===== src/rtl/serial_add_pkg.sv =====
// Shared definitions for the bit-serial adder controller: FSM encodings and WIDTH limits.
package serial_add_pkg;

    localparam int unsigned WIDTH_MIN = 1;
    localparam int unsigned WIDTH_MAX = 32;

    typedef enum logic [1:0] {
        ST_IDLE = 2'd0,
        ST_RUN  = 2'd1,
        ST_DONE = 2'd2
    } state_t;

    // Bit counter width; a 1-bit operand still needs a 1-bit counter.
    function automatic int unsigned cnt_width(input int unsigned w);
        return (w > 1) ? $clog2(w) : 1;
    endfunction

endpackage


===== src/rtl/serial_add_ctrl_fa_cell.sv =====
// Combinational 1-bit full adder shared across all bit positions of the serial adder.
module fa_cell (
    input  logic a,
    input  logic b,
    input  logic ci,
    output logic s,
    output logic co
);

    assign s  = a ^ b ^ ci;
    assign co = (a & b) | (ci & (a ^ b));

endmodule


===== src/rtl/serial_add_ctrl.sv =====
// Bit-serial adder controller: one full-adder cell reused LSB-first over WIDTH cycles.
// Optional subtract port and logic enabled by defining SERIAL_ADD_SUB_EN.
module serial_add_ctrl
    import serial_add_pkg::*;
#(
    parameter int unsigned WIDTH = 8
) (
    input  logic             clk,
    input  logic             rst_n,
    input  logic             in_valid,
    output logic             in_ready,
    input  logic [WIDTH-1:0] a,
    input  logic [WIDTH-1:0] b,
    input  logic             cin,
`ifdef SERIAL_ADD_SUB_EN
    input  logic             sub,
`endif
    output logic             out_valid,
    input  logic             out_ready,
    output logic [WIDTH-1:0] sum,
    output logic             cout
);

    localparam int unsigned CNT_W = cnt_width(WIDTH);

    state_t           state;
    state_t           state_nxt;
    logic [WIDTH-1:0] a_sh;
    logic [WIDTH-1:0] a_sh_nxt;
    logic [WIDTH-1:0] b_sh;
    logic [WIDTH-1:0] b_sh_nxt;
    logic [WIDTH-1:0] sum_nxt;
    logic [CNT_W-1:0] cnt;
    logic [CNT_W-1:0] cnt_nxt;
    logic             carry;
    logic             carry_nxt;
    logic             cout_nxt;
    logic             in_ready_nxt;
    logic             out_valid_nxt;
    logic             sub_sel;
    logic             cell_s;
    logic             cell_co;

`ifdef SERIAL_ADD_SUB_EN
    assign sub_sel = sub;
`else
    assign sub_sel = 1'b0;
`endif

    fa_cell u_fa (
        .a  (a_sh[0]),
        .b  (b_sh[0]),
        .ci (carry),
        .s  (cell_s),
        .co (cell_co)
    );

    // State and datapath registers.
    always_ff @(posedge clk or negedge rst_n) begin
        if (!rst_n) begin
            state     <= ST_IDLE;
            a_sh      <= '0;
            b_sh      <= '0;
            carry     <= 1'b0;
            cnt       <= '0;
            sum       <= '0;
            cout      <= 1'b0;
            in_ready  <= 1'b1;
            out_valid <= 1'b0;
        end else begin
            state     <= state_nxt;
            a_sh      <= a_sh_nxt;
            b_sh      <= b_sh_nxt;
            carry     <= carry_nxt;
            cnt       <= cnt_nxt;
            sum       <= sum_nxt;
            cout      <= cout_nxt;
            in_ready  <= in_ready_nxt;
            out_valid <= out_valid_nxt;
        end
    end

    // Next-state and datapath update.
    always_comb begin
        state_nxt = state;
        a_sh_nxt  = a_sh;
        b_sh_nxt  = b_sh;
        carry_nxt = carry;
        cnt_nxt   = cnt;
        sum_nxt   = sum;
        cout_nxt  = cout;

        case (state)
            ST_IDLE: begin
                if (in_valid) begin
                    // Subtract is a + ~b + 1, so the inverted operand and forced carry are loaded here.
                    a_sh_nxt  = a;
                    b_sh_nxt  = sub_sel ? ~b : b;
                    carry_nxt = sub_sel ? 1'b1 : cin;
                    cnt_nxt   = '0;
                    state_nxt = ST_RUN;
                end
            end
            ST_RUN: begin
                a_sh_nxt  = a_sh >> 1;
                b_sh_nxt  = b_sh >> 1;
                carry_nxt = cell_co;
                sum_nxt   = (sum >> 1) | (WIDTH'(cell_s) << (WIDTH - 1));
                if (cnt == CNT_W'(WIDTH - 1)) begin
                    cout_nxt  = cell_co;
                    state_nxt = ST_DONE;
                end else begin
                    cnt_nxt = cnt + CNT_W'(1);
                end
            end
            ST_DONE: begin
                if (out_ready) begin
                    state_nxt = ST_IDLE;
                end
            end
            default: state_nxt = ST_IDLE;
        endcase

        in_ready_nxt  = (state_nxt == ST_IDLE);
        out_valid_nxt = (state_nxt == ST_DONE);
    end

endmodule


===== config.mk =====
export PLATFORM = sky130hd
export DESIGN_NAME = serial_add_ctrl
export DESIGN_NICKNAME = d
export VERILOG_FILES = /design/src/rtl/serial_add_pkg.sv /design/src/rtl/serial_add_ctrl_fa_cell.sv /design/src/rtl/serial_add_ctrl.sv
export SDC_FILE = /design/constraint.sdc
export NUM_CORES = 1
export LEC_CHECK = 0
export ABC_CLOCK_PERIOD_IN_PS = 2000
export BUFFER_PORTS_ARGS = -buffer_cell sky130_fd_sc_hd__buf_2
export CAP_MARGIN = 5
export CORE_ASPECT_RATIO = 0.5
export CORE_MARGIN = 2
export CORE_UTILIZATION = 53
export DETAILED_ROUTE_END_ITERATION = 16
export PLACE_DENSITY_LB_ADDON = 0.25
export SLEW_MARGIN = 15
export SYNTH_ARGS = -nofsm -noshare
export SYNTH_HDL_FRONTEND = slang
export SYNTH_SLANG_ARGS = --single-unit
export TNS_END_PERCENT = 30

===== constraint.sdc =====
create_clock -name clk -period 2 [get_ports clk]
set_clock_uncertainty 0.05 [all_clocks]
set_input_delay 0.1 -clock clk [delete_from_list [all_inputs] [get_ports clk]]
set_output_delay 0.1 -clock clk [all_outputs]
set_load 0.005 [all_outputs]

# After elaboration in Yosys (flattened, before gate mapping)
# Index checks and enable logic that the tools add are counted.
# Widths: inputs -> output; s select.
[totals]
ff_bits = 33
latchBits = 0
mem_bits_rw = 0
romBits = 0
in_bits = 21
output_inout_bits = 11
wordCells = 41
mem_count = 0
[classes]
n_addsub = 1
mul = 0
div = 0
n_lt_le_gt_ge = 0
n_eq_ne = 6
shifts = 0
n_mux = 13
n_bitwise = 6
n_reduce_logical = 6
[op_table]
columns = ["operator", "count"]
rows = [
  ["$pmux 8 s2", 2],
  ["$mux 8", 2],
  ["$or 7x8->8", 1],
  ["$mux 2", 3],
  ["$mux 3", 2],
  ["$pmux 2 s3", 1],
  ["$pmux 3 s2", 1],
  ["$eq 2x2->1 const B", 2],
  ["$logic_not 2->1", 2],
  ["$ne 2x2->1 const B", 2],
  ["$reduce_and 2->1", 2],
  ["$add 3x1->3 const B", 1],
  ["$eq 3x3->1 const B", 1],
  ["$reduce_and 3->1", 1],
  ["$and 1x1->1", 2],
  ["$eq 2x1->1 const B", 1],
  ["$pmux 1 s2", 1],
  ["$reduce_bool 2->1", 1],
  ["$xor 1x1->1", 2],
  ["$mux 1", 1],
  ["$or 1x1->1", 1],
]

# Longest topological paths before layout
# Gate-level depths: netlist of the first run.
[depth]
depth_word = 4
ltp_mapped = 6
mapped_depth_nobuf = 5

# By module
# Synthesis of the first run repeated with hierarchy kept, for this count alone.
[unflattened]
cells_unflattened = 149
area_unflattened_um2 = 1502.7
[by_module_without_submodules]
columns = ["module", "n_inst", "cells_per_inst", "area_each_um2", "seq_area_each_um2"]
rows = [
  ["serial_add_ctrl", 1, 148, 1482.7, 827.0],
  ["fa_cell", 1, 1, 20.0, 0.0],
]

# Worst setup path before layout of the first run
# OpenSTA, ideal clock, no wires.
[synth_timing]
path_type = "reg-to-reg"
startpoint = "register cnt[0]"
endpoint = "register cnt[0]"
setup_time_ps = 121
arrival_ps = 1235
t_required_ps = 1829
setup_slack_ps = 594
path_stages_with_launch = 5
path_buffers = 0
synth_period_minus_slack_ps = 1406
cell_sequence = "dfrtp_1 ha_1 ha_1 mux2_2 a22o_1"
[synth_between]
elab_chain_cells = 3
word_cells_on_any_way = 6
classes_between = "add/sub: 1; eq/ne: 2; mux: 2; reduce/logical: 1"
[synth_lines]
columns = ["element", "line_no", "source"]
rows = [
  ["from (decl)", "serial_add_ctrl.sv:33", "logic [CNT_W-1:0] cnt;"],
  ["from (signal assigned)", "serial_add_ctrl.sv:75", "cnt <= cnt_nxt;"],
  ["$add 3x1->3 or $eq 3x3->1 (tied branches)", "serial_add_ctrl.sv:113, serial_add_ctrl.sv:109", ""],
  ["$mux 3 or $ne 2x2->1 (tied branches)", "n/a", ""],
  ["$pmux 3 s2 or $reduce_and 3->1 (tied branches)", "n/a", ""],
]
# Several ways; a longest one is shown, not always the timed one. The select of a mux whose other input is x is not followed.
# A chain may end at the register's enable or synchronous reset.

# Final worst setup path of the first run
# Ends and elaborated chain as after synthesis.

==> results of run 1 <==
==> what timing repair did <==
| action | CTS | global route |
|---|---|---|
| hold endpoints to repair | 32 | 0 |
| gates resized for setup | 0 | 0 |
| hold buffers | 1 | 0 |
==> cell families after synthesis <==
family / count (synthesis) / synth area share
mux: 2 / 0.0150
fa+ha+maj: 3 / 0.0300
buf+inv: 11 / 0.0509
simple gates: 53 / 0.153
flops: 33 / 0.551
compound gates: 41 / 0.199
==> worst reg2reg max path: cells and delay by family (launching register included) <==
family | cells | cell delay [ns]
fa+ha+maj | 2 | 0.41
flops | 1 | 0.39
mux | 1 | 0.27
compound gates | 1 | 0.17
simple gates | 1 | 0.09
==> metal layers <==
metal / share of wire / vias to the layer above
li1: - / 593
met5: 0 / -
met3: 0.068 / 5
met2: 0.47 / 40
met4: 0.0081 / 0
met1: 0.46 / 574
==> Yosys cell counts <==
library cell | number | area share
dfrtp_1 | 32 | 0.53
nand2_1 | 27 | 0.068
nor2_1 | 17 | 0.043
o22ai_1 | 15 | 0.063
o32ai_1 | 15 | 0.088
a22o_1 | 5 | 0.029
o21ai_0 | 4 | 0.013
buf_4 | 3 | 0.015
buf_6 | 3 | 0.023
clkbuf_1 | 3 | 0.0075
nand2b_1 | 3 | 0.013
a21oi_1 | 2 | 0.0067
ha_1 | 2 | 0.017
mux2_2 | 2 | 0.015
buf_2 | 1 | 0.0033
dfstp_2 | 1 | 0.018
fa_1 | 1 | 0.013
inv_2 | 1 | 0.0025
nand2_2 | 1 | 0.0042
nand2b_4 | 1 | 0.0092
nor2b_1 | 1 | 0.0042
nor2b_2 | 1 | 0.0058
nor3_1 | 1 | 0.0033
or2_1 | 1 | 0.0042
==> worst min path at each step <==
stage | startpoint | endpoint | cells after the start
after floorplan | rst_n | a_sh[0] | 0
after global placement | rst_n | cnt[2] | 1
after detailed placement | rst_n | cnt[1] | 1
after CTS | a[7] | a_sh[7] | 3
after global routing | a[7] | a_sh[7] | 3
final | a[7] | a_sh[7] | 3
==> cell usage in the layout (no fill, tap or decap), types with 2 or more instances in the layout <==
| cell type | n |
|---|---|
| dfrtp_1 | 32 |
| buf_2 | 31 |
| nand2_1 | 27 |
| nor2_1 | 17 |
| o32ai_1 | 15 |
| o22ai_1 | 15 |
| a22o_1 | 5 |
| clkbuf_8 | 5 |
| o21ai_0 | 4 |
| buf_4 | 4 |
| nand2b_1 | 3 |
| a21oi_1 | 2 |
| mux2_2 | 2 |
| ha_1 | 2 |
| bufinv_16 | 2 |
==> layout make-up <==
class / instances / area share
clock inverter: 3 / 0.0361
timing repair buffer: 36 / 0.108
sequential: 33 / 0.459
tap: 37 / 0.0257
multi-input combinational: 99 / 0.331
inverter: 1 / 0.00208
clock buffer: 5 / 0.0382
==> sequential cells by signal, summed over array words and instances (netlist names) <==
signal,cells
a_sh,8
in_ready,1
cout,1
sum,8
out_valid,1
b_sh,8
cnt,3
carry,1
state,2
==> power breakdown <==
part	internal, W	switching, W	total (W)
registers	0.000978	0.000251	0.00123
clock network	0.000495	0.000258	0.000754
logic	0.000475	0.000518	0.000993
==> metrics by stage <==
step / instances / total power, W / utilization
after floorplan: 143 / 0.00195 / -
after global placement: 205 / 0.00219 / 0.630
after detailed placement: 205 / 0.00223 / 0.630
after CTS: 214 / 0.00299 / 0.684
after global routing: 214 / 0.00319 / 0.684
final: 214 / 0.00298 / 0.684
==> summary.md, run 1 <==
| Metric | Value |
|---|---|
| Fin worst setup slack | `0.504 ns` |
| Finished layout cell area | `1800 sq um` |
| Drt wl/cell | `14.3 microns` |
| Pins Over Slew Limit | `0` |
| R2R depth | `5` |
| Slowest CP cell | `dfrtp_1` |
| Mapped Area | `1500 sq um` |
| Avg Cell Area, Syn | `10.5 sq um` |
| CP endpoint | `cnt[0]` |
| GRT met1 Usage | `0.299` |
| ANT cells | `0` |
| Iter 0 DRT Violations | `101` |
| Die ar. | `3300 sq um` |
| Via count | `1212` |
| Unrepaired setup endpoints after global routing | `false` |
| WP depth | `5` |
| PortBufs | `31` |
| Clock net sink count | `33` |
| CTS tree | `done` |
| Status | `finished with violations` |
| Leak | `0.866 nW` |
| Final TNS setup | `0 ns` |
| Crit path top cell by count | `ha_1` |
| Worst slew pin tran | `0.713 ns` |
| Register area | `827 sq um` |
| R2R Path End | `cnt[0]` |
| Pre-CTS setup slack | `0.512 ns` |
| Vias in the first global route | `1090` |
| Syn-to-layout area delta | `20.2%` |
| Num rows | `13` |
| Setup crit end kind | `register` |
| Fmax | `0.668 GHz` |
| Area occupied by multi-input gates | `597 sq um` |
| Hpwl dp | `2110 microns` |
| Max stage delay on crit path | `0.39 ns` |
| Die Y | `41.6 microns` |
| Busiest metal layer after global routing | `met2` |
| First-pass GRT wire length | `5230 microns` |
| Worst R2R Start | `cnt[0]` |
| Overflow after GRT | `0` |
| First drt pass iteration count | `4` |
| Vias per inst | `5.66` |
| Final setup viols | `0` |
| Register area share after synthesis | `0.551` |
| Met2 usage | `0.310` |
| Largest net degree at the start of global routing | `34` |
| Violated checks | `hold timing` |
| CTS root buf | `clkbuf_8` |
| Syn_nets | `167` |
| NumNets Final | `200` |
| Depth of the CTS H-tree | `2` |
| IO Count | `32` |
| Crit path DAT | `1.62 ns` |
| Tot GR Track Use | `0.208` |
| Postcts setup bufs | `0` |
| Clk buf depth | `2` |
| Residual DRC | `0` |
| CTS buffer count | `5` |
| Pwr Density | `1650 nW/um^2` |
| Slew headroom | `0.525` |
| Core Area | `2640 sq um` |
| WS Path Type | `reg2reg` |
| Critical path's top delay family | `adder cells` |
| Max cap viols | `0` |
| Drt total wl | `3070 microns` |
| CP cell instances | `ha_1 > ha_1 > nor2_1 > mux2_2 > a22o_1` |
| Worst setup SP type | `register` |
| Antenna violations before repair | `0` |
| Hold slack | `-0.00259 ns` |
| Hold crit path type | `in2reg` |
| DIE WIDTH | `79.2 microns` |
| Reg clk slew, reported paths | `0.07 ns` |
| Maximum VDD drop | `0.968 mV` |
| Grt met3 use | `0.0587` |
| Layout cells sized above 1 | `0.282` |
| Synth warnings | `0` |
| Starting density of the core | `0.569` |
| Post-Syn Instances | `143` |
| Fin crit period | `1.50 ns` |
| Final Hold Vio Count | `1` |
| CP Buf/Inv Count | `0` |
| Clk_lat worst skew | `0.29 ns` |
| Setup slack, reg-to-reg | `0.50 ns` |
| Final GP Congestion | `0.738` |
| #FFs+latches synth | `33` |
| Crit path launch | `cnt[0]` |
| Area after DPL | `1660 sq um` |
| Crit-path max FO | `6` |
| Final period util | `0.748` |
| Detail Route Antenna Nets | `0` |
| Total of fill cells in the finished design | `219` |
| Netlist cell types | `24` |
| CP required | `2.13 ns` |
Note: power is estimated with default switching activity, not from simulation.
==> run 2: changes to the inputs <==
Settings changed: ABC_CLOCK_PERIOD_IN_PS 2000 to 1550.
Clock period 2 ns to 1.55 ns, I/O delays scaled along.
==> summary.md, run 2 (same netlist as run 1, synthesis figures left out) <==
| Metric | Value |
|---|---|
| Die ar. | `3300 sq um (unchanged)` |
| Final period util | `0.936 (was 0.748)` |
| Starting density of the core | `0.569 (unchanged)` |
| Status | `finished, final reports clean (was finished with violations)` |
| Core Area | `2640 sq um (unchanged)` |
| Crit-path max FO | `6 (unchanged)` |
| Pre-CTS setup slack | `0.0495 ns (was 0.512 ns)` |
| Commonest non-fill, non-tap cell in the layout | `dfrtp_1 (unchanged)` |
| Vias in the first global route | `1216 (was 1090)` |
| R2R depth | `5 (unchanged)` |
| CTS tree | `done (unchanged)` |
| NumNets Final | `204 (was 200)` |
| Placed cell count | `207 (was 205)` |
| IO Count | `32 (unchanged)` |
| Residual DRC | `0 (unchanged)` |
| Biggest regs | `a_sh: 8 flops, b_sh: 8 flops, sum: 8 flops (unchanged)` |
| Depth of the CTS H-tree | `2 (unchanged)` |
| DIE WIDTH | `79.2 microns (unchanged)` |
| Unrepaired setup endpoints after global routing | `false (unchanged)` |
| Leak | `0.878 nW (was 0.866 nW)` |
| Setup crit end kind | `register (unchanged)` |
| Layout cells sized above 1 | `0.287 (was 0.282)` |
| Final Hold Vio Count | `0 (was 1)` |
| Hold slack | `0.0278 ns (was -0.00259 ns)` |
| Via count | `1247 (was 1212)` |
| CTS root buf | `clkbuf_8 (unchanged)` |
| Area after DPL | `1690 sq um (was 1660 sq um)` |
| Hpwl dp | `2080 microns (was 2110 microns)` |
| Pins Over Slew Limit | `0 (unchanged)` |
| Final setup viols | `0 (unchanged)` |
| Worst slew pin tran | `0.728 ns (was 0.713 ns)` |
| WHS Path Cells | `3 (unchanged)` |
| Antenna violations before repair | `0 (unchanged)` |
| PortBufs | `31 (unchanged)` |
| Fin crit period | `1.45 ns (was 1.50 ns)` |
| Maximum VDD drop | `0.862 mV (was 0.968 mV)` |
| Pwr Density | `2050 nW/um^2 (was 1650 nW/um^2)` |
| ANT cells | `0 (unchanged)` |
| Max stage delay on crit path | `0.39 ns (about the same)` |
| Final GP Congestion | `0.719 (was 0.738)` |
| Tot GR Track Use | `0.215 (was 0.208)` |
| Iter 0 DRT Violations | `68 (was 101)` |
| Worst setup SP type | `register (unchanged)` |
| CP required | `1.68 ns (was 2.13 ns)` |
| Postcts setup bufs | `0 (unchanged)` |
| Die Y | `41.6 microns (unchanged)` |
| Reg clk slew, reported paths | `0.07 ns (about the same)` |
| Vias per inst | `5.72 (was 5.66)` |
| Detail Route Antenna Nets | `0 (unchanged)` |
| Slowest CP cell | `dfrtp_1 (unchanged)` |
| Largest net degree at the start of global routing | `34 (unchanged)` |
| Final TNS setup | `0 ns (unchanged)` |
| Fin worst setup slack | `0.0991 ns (was 0.504 ns)` |
| Most frequent cells in the layout | `dfrtp_1, buf_2, nand2_1 (unchanged)` |
| Fmax | `0.689 GHz (was 0.668 GHz)` |
| Hold crit path type | `in2reg (unchanged)` |
| CTS buffer count | `5 (unchanged)` |
| First drt pass iteration count | `4 (unchanged)` |
| First-pass GRT wire length | `5300 microns (was 5230 microns)` |
| Total of fill cells in the finished design | `200 (was 219)` |
| Drt total wl | `3240 microns (was 3070 microns)` |
| WS Path Type | `reg2reg (unchanged)` |
| Drt wl/cell | `14.9 microns (was 14.3 microns)` |
| CP cell instances | `ha_1 > ha_4 > nor2_1 > mux2_2 > a22o_1 (was ha_1 > ha_1 > nor2_1 > mux2_2 > a22o_1)` |
| Finished layout cell area | `1850 sq um (was 1800 sq um)` |
| Slew headroom | `0.514 (was 0.525)` |
| Overflow after GRT | `0 (unchanged)` |
| Clk_lat worst skew | `0.29 ns (about the same)` |
| Num rows | `13 (unchanged)` |
| Crit path DAT | `1.58 ns (was 1.62 ns)` |
| Clock net sink count | `33 (unchanged)` |
| Syn-to-layout area delta | `23.0% (was 20.2%)` |
| Clk buf depth | `2 (unchanged)` |
| Max cap viols | `0 (unchanged)` |
| Final non-filler cell total | `218 (was 214)` |
run 2: worst paths after layout:
kind | from | end | slack, ns
setup / recovery | cnt[0] | cnt[0] | 0.1
hold / removal | a[1] | a_sh[1] | 0.03
setup reg to reg | cnt[0] | cnt[0] | 0.1
hold reg to reg | sum[2] | sum[1] | 0.43
max in group asynchronous | rst_n | b_sh[1] | 0.65
min in group asynchronous | rst_n | sum[0] | 0.33
run 2: through the flow:
step	total power (W)	utilization
2_1_floorplan	0.00252	-
3_3_place_gp	0.00286	0.640
3_5_place_dp	0.00292	0.640
4_1_cts	0.00377	0.696
5_1_grt	0.00407	0.700
6_report	0.00378	0.700
run 2: area by class of cell:
type | instances | area, sq um | share of cell area
multi-input cells | 99 | 609 | 0.330
clock inverters | 1 | 30.0 | 0.0163
clock buffers | 7 | 86.3 | 0.0468
well taps | 37 | 46.3 | 0.0251
inverters | 1 | 3.75 | 0.00203
repair buffers | 40 | 243 | 0.132
flip-flops and latches | 33 | 827 | 0.448
run 2: power by group:
part           switching (W)  internal (W)  total (W)  leakage, nW
combinational       0.000694      0.000669    0.00136        0.421
clock               0.000311      0.000524   0.000835       0.0585
sequential          0.000324       0.00126    0.00159        0.398
total                0.00133       0.00246    0.00378        0.878
run 2: routing by layer:
layer	up-vias	wire length (microns)	GRT usage
li1	595	-	-
met1	597	1480	0.248
met2	49	1490	0.353
met3	6	207	0.0783
met4	0	62	0.117
met5	-	0	0
run 2: worst max-delay path, delay by kind of cell (launching register included):
kind / cells / cell delay (ns)
and+or+nand+nor: 1 / 0.07
DFF: 1 / 0.39
muxes: 1 / 0.27
adders and majority gates: 2 / 0.39
AOI/OAI and AO/OA: 1 / 0.17
run 2: what timing repair did:
item | 4_1_cts | 5_1_grt
hold endpoints to repair | 34 | 0
endpoints found under the setup margin | 0 | 3
gates resized for setup | 0 | 2
hold buffers | 3 | 0
